## src/rtl/nun_chuck_tx.sv

```systemverilog
// Sends one captured X / Y / Z-button sample as a 3-byte frame to a byte-level serial transmitter.
// Bytes are handed over one at a time; each waits for the transmitter's completion pulse before the next.
module nun_chuck_tx #(
  parameter int GAP_CYCLES = 0
) (
  input  logic       clk,
  input  logic       rst_n,
  input  logic [7:0] x_in,
  input  logic [7:0] y_in,
  input  logic       z_in,
  input  logic       send_tick,
  input  logic       byte_done_tick,
  output logic [7:0] byte_out,
  output logic       byte_start_tick,
  output logic       busy,
  output logic       done_tick
);

  typedef enum logic [1:0] {
    IDLE = 2'd0,
    SEND = 2'd1,
    WAIT = 2'd2,
    GAP  = 2'd3
  } state_e;

  // Terminal count of the inter-byte gap counter; unused when no gap is configured.
  localparam logic [7:0] GapLast = (GAP_CYCLES > 0) ? 8'(GAP_CYCLES - 1) : 8'd0;
  localparam bit         HasGap  = (GAP_CYCLES > 0);

  state_e     state_q;
  logic [1:0] idx_q;
  logic [7:0] gap_q;
  logic [7:0] x_q;
  logic [7:0] y_q;
  logic       z_q;
  logic [7:0] byte_q;
  logic       start_q;
  logic       busy_q;
  logic       done_q;
  logic [1:0] idx_d;

  function automatic logic [7:0] pick_byte(input logic [1:0] idx,
                                           input logic [7:0] xv,
                                           input logic [7:0] yv,
                                           input logic       zv);
    logic [7:0] b;
    case (idx)
      2'd0:    b = xv;
      2'd1:    b = yv;
      2'd2:    b = {7'b0, zv};
      default: b = 8'h00;
    endcase
    return b;
  endfunction

  assign idx_d = idx_q + 2'd1;

  always_ff @(posedge clk or negedge rst_n) begin
    if (!rst_n) begin
      state_q <= IDLE;
      idx_q   <= 2'd0;
      gap_q   <= 8'd0;
      x_q     <= 8'd0;
      y_q     <= 8'd0;
      z_q     <= 1'b0;
      byte_q  <= 8'd0;
      start_q <= 1'b0;
      busy_q  <= 1'b0;
      done_q  <= 1'b0;
    end else begin
      start_q <= 1'b0;
      done_q  <= 1'b0;
      case (state_q)
        IDLE: begin
          if (send_tick) begin
            x_q     <= x_in;
            y_q     <= y_in;
            z_q     <= z_in;
            idx_q   <= 2'd0;
            byte_q  <= x_in;
            start_q <= 1'b1;
            busy_q  <= 1'b1;
            state_q <= SEND;
          end
        end
        SEND: begin
          state_q <= WAIT;
        end
        WAIT: begin
          if (byte_done_tick) begin
            if (idx_q == 2'd2) begin
              done_q  <= 1'b1;
              busy_q  <= 1'b0;
              state_q <= IDLE;
            end else begin
              idx_q <= idx_d;
              if (HasGap) begin
                gap_q   <= 8'd0;
                state_q <= GAP;
              end else begin
                byte_q  <= pick_byte(idx_d, x_q, y_q, z_q);
                start_q <= 1'b1;
                state_q <= SEND;
              end
            end
          end
        end
        GAP: begin
          // The index was already advanced on leaving WAIT.
          if (gap_q == GapLast) begin
            byte_q  <= pick_byte(idx_q, x_q, y_q, z_q);
            start_q <= 1'b1;
            state_q <= SEND;
          end else begin
            gap_q <= gap_q + 8'd1;
          end
        end
        default: begin
          busy_q  <= 1'b0;
          state_q <= IDLE;
        end
      endcase
    end
  end

  assign byte_out        = byte_q;
  assign byte_start_tick = start_q;
  assign busy            = busy_q;
  assign done_tick       = done_q;

endmodule

```

## config.mk

```make
export PLATFORM = sky130hd
export DESIGN_NAME = nun_chuck_tx
export DESIGN_NICKNAME = d
export VERILOG_FILES = /design/src/rtl/nun_chuck_tx.sv
export SDC_FILE = /design/constraint.sdc
export NUM_CORES = 1
export LEC_CHECK = 0
export ABC_AREA = 1
export CORE_MARGIN = 10
export CORE_UTILIZATION = 25
export CTS_BUF_LIST = sky130_fd_sc_hd__clkbuf_16
export DETAILED_ROUTE_END_ITERATION = 10
export GPL_ROUTABILITY_DRIVEN = 0
export GPL_TIMING_DRIVEN = 0
export MAX_ROUTING_LAYER = met4
export REMOVE_ABC_BUFFERS = 1
export SYNTH_ARGS = -nofsm -noshare
export SYNTH_HDL_FRONTEND = slang
export SYNTH_SLANG_ARGS = --single-unit
```

## constraint.sdc

```tcl
create_clock -name clk -period 2.1 [get_ports clk]
set_clock_uncertainty 0.05 [all_clocks]
set_input_delay 0.315 -clock clk [delete_from_list [all_inputs] [get_ports clk]]
set_output_delay 0.315 -clock clk [all_outputs]
set_load 0.05 [all_outputs]
```

==> metrics <==
vias roughly 1,800; area growth from synthesis to layout 25.2%; post-layout util 32.2%; total track usage 8.59%; Port Buf Inserts 31; Final ANT Viol Nets 0; worst setup path class flip-flop to output pin; number of setup violations in the final report 0; DR vias/cell around 4.3; EDFF count, synth 0; Yosys top cell area share 44.4%; FP Rows 34; slowest CP cell clkdlybuf4s50_1; placed inst area between 2000 and 3000 um^2; layout cells sized above 1 11.5%; Initial Util between 20 and 30%; met2 WL roughly 2500 um; Fillers about 920; CTS tree built; RSZ-0062 raised after global routing false; 1st-iter DRT viols between 50 and 60; Nets 342; Reg power frac approximately 33%; DRT Wirelength a little over 5000 um; highest fanout seen on the critical path 2; combinational power share 48.7%; slew margin rel. between 60% and 70%; wire length on met3 between 150 and 200 um; min-delay worst type primary input to async pin; Die ar. ~13,000 um^2; Power Dens Cells around 1400 nW/um^2; largest net degree at the start of global routing 32; Die Y 115 um; post-CTS sizing 0; Arr. time, crit path 1.50 ns; WP buf/inv 1; uppermost layer routed met4; Lkg Pwr ~0.0015 uW; highest achievable clock rate approximately 540 MHz; drt wl/cell ~12 um; final hold violations 0; Psw between 1500 and 2000 uW; Final min period 1.86 ns; clock share of power a little under a fifth; critical path required time ~1.7 ns; top area cells in the synthesized netlist dfrtp_1 44%, nand2_1 23%, mux2_4 6.0%, nand3_1 5.1%, ha_1 4.4%; number of global-route vias before repair a little under 2,000; period utilization about nine tenths; gr ovfl total 0; total number of yosys warnings 0; crit-path max cell delay around 0.82 ns; DRC Markers 0; Least-Margin Pin Slew about 0.54 ns; CP top delay family buffers and inverters; worst path cell trace clkdlybuf4s50_1; most frequent cell after synthesis nand2_1; Post-Syn Area about 2300 um^2; sequential area share after synthesis roughly 44%; number of synthesized register bits 40; CTS clk-pin slew, worst paths 0.06 ns; fin. max-slew vios 0; Switching Share between 40% and 50%; dpl hpwl just under 4000 um; Max Cap Viol 0; Num CTS Buffers 5; antenna violations before repair 0; dominant synthesized flop cell dfrtp_1; first-pass GRT wire length ~9000 um; Clock Sinks 40; H-tree levels 2; CP Launch Type flip-flop; Yosys top cell by area dfrtp_1; WL met1 2470 um; crit end category output pin; Final Instance Area roughly 2800 um^2; # diodes 0; Avg Inst Size Synth 8.04 um^2; Post CTS Setup Buffer Count 0; buffer depth of the longest clock path 2; Mapped Cells 280; dpl cells 413; core outline area about 8800 um^2; Die Wd about 110 um; I/O pin total 32; Synth cell types 26; Post-Layout Cell Count about 420; hold slack ~0.40 ns; Int Pwr 2290 uW; DR pass1 iterations 5; status finished clean; post-synthesis async set-or-reset flop share 100%; Synth top cells by count 138 x nand2_1, 40 x dfrtp_1, 23 x nand3_1; maximum vdd ir drop ~0.6 mV; worst skew pair latency 0.28 ns; CTS root buf clkbuf_16
## worst paths after layout
check | from | endpoint | slack, ns | cells past startpoint
hold / removal | rst_n | done_tick | 0.40 | 2
setup / recovery | byte_out[6] | byte_out[6] | 0.24 | 1
min in group clk | busy | busy | 0.46 | 2
max in group asynchronous | rst_n | y_q[6] | 1.16 | 3
hold reg to reg | busy | busy | 0.46 | 2
setup reg to reg | idx_q[0] | byte_out[3] | 0.28 | 7
## what timing repair did
item / 4_1_cts / 5_1_grt
setup endpoints to repair: 0 / 0
endpoints found under the hold margin: 9 / 0
hold buffers: 1 / 0
## state kept, by name (all words and copies together) (netlist names)
| name | flops |
|---|---|
| y_q | 8 |
| byte_out | 8 |
| busy | 1 |
| z_q | 1 |
| idx_q | 2 |
| gap_q | 8 |
| done_tick | 1 |
| state_q | 2 |
| byte_start_tick | 1 |
| x_q | 8 |
## cell type report
type | count | area (um^2) | area share [%]
inverters | 20 | 75.1 | 2.66
multi-input cells | 213 | 1130 | 40.2
flip-flops and latches | 40 | 1000 | 35.5
clock buffers | 5 | 125 | 4.44
well taps | 108 | 135 | 4.79
clock inverters | 3 | 13.8 | 0.488
repair buffers | 33 | 335 | 11.9
## cells by family after synthesis
group                    Yosys count  share of synthesized area [%]
AO/OA/AOI/OAI                      4                          0.888
adder cells (fa/ha/maj)            8                           4.44
XOR/XNOR                           3                           1.17
buffers and inverters             27                           5.22
AND/OR/NAND/NOR                  181                           33.8
multiplexers                      17                           10.0
flip-flops                        40                           44.4
## metal layers
metal / global-route usage [%] / up-vias
li1: - / 936
met1: 9.70 / 851
met2: 14.3 / 35
met3: 1.93 / 4
met4: 3.63 / 0
met5: - / -
## per-stage QoR
step	power [uW]	setup WS, ns	setup TNS, ns
5_1_grt	4360	0.0434	0
6_report	4040	0.240	0
4_1_cts	4090	0.222	0
2_1_floorplan	2750	0.581	0
3_5_place_dp	3340	0.262	0
3_3_place_gp	3280	-0.425	-16.89
## worst reg2reg max path, cell delays in order, from the launching register on
cell and delay (ns):
dfrtp_1 0.42, inv_1 0.12, ha_1 0.28, a21oi_1 0.19, nand3_2 0.27, nand2_2 0.28, nand2_1 0.08, nand2_1 0.07
## power by group through the flow
stage          registers, uW  logic (uW)  clock network [uW]
6_report                1340        1970                 730
5_1_grt                 1390        2200                 780
4_1_cts                 1340        2000                 746
3_5_place_dp            1350        1990                   0
3_3_place_gp            1340        1950                   0
2_1_floorplan           1600        1150                   0
## cells in the final DEF, fill, tap and decap left out, types with 2 or more instances in the layout
master | Yosys | final
ha_1 | 8 | 8
mux2_2 | 8 | 8
clkdlybuf4s50_1 | 0 | 30
mux2_4 | 9 | 9
xor2_1 | 2 | 2
nand2_1 | 138 | 138
dfrtp_1 | 40 | 40
nand2_2 | 2 | 2
clkinv_2 | 0 | 2
inv_1 | 19 | 19
nand3_1 | 23 | 23
o21ai_0 | 2 | 2
nor2_2 | 3 | 3
clkbuf_16 | 0 | 5
nor2_1 | 9 | 9
Power figures use the tool's default switching activity.
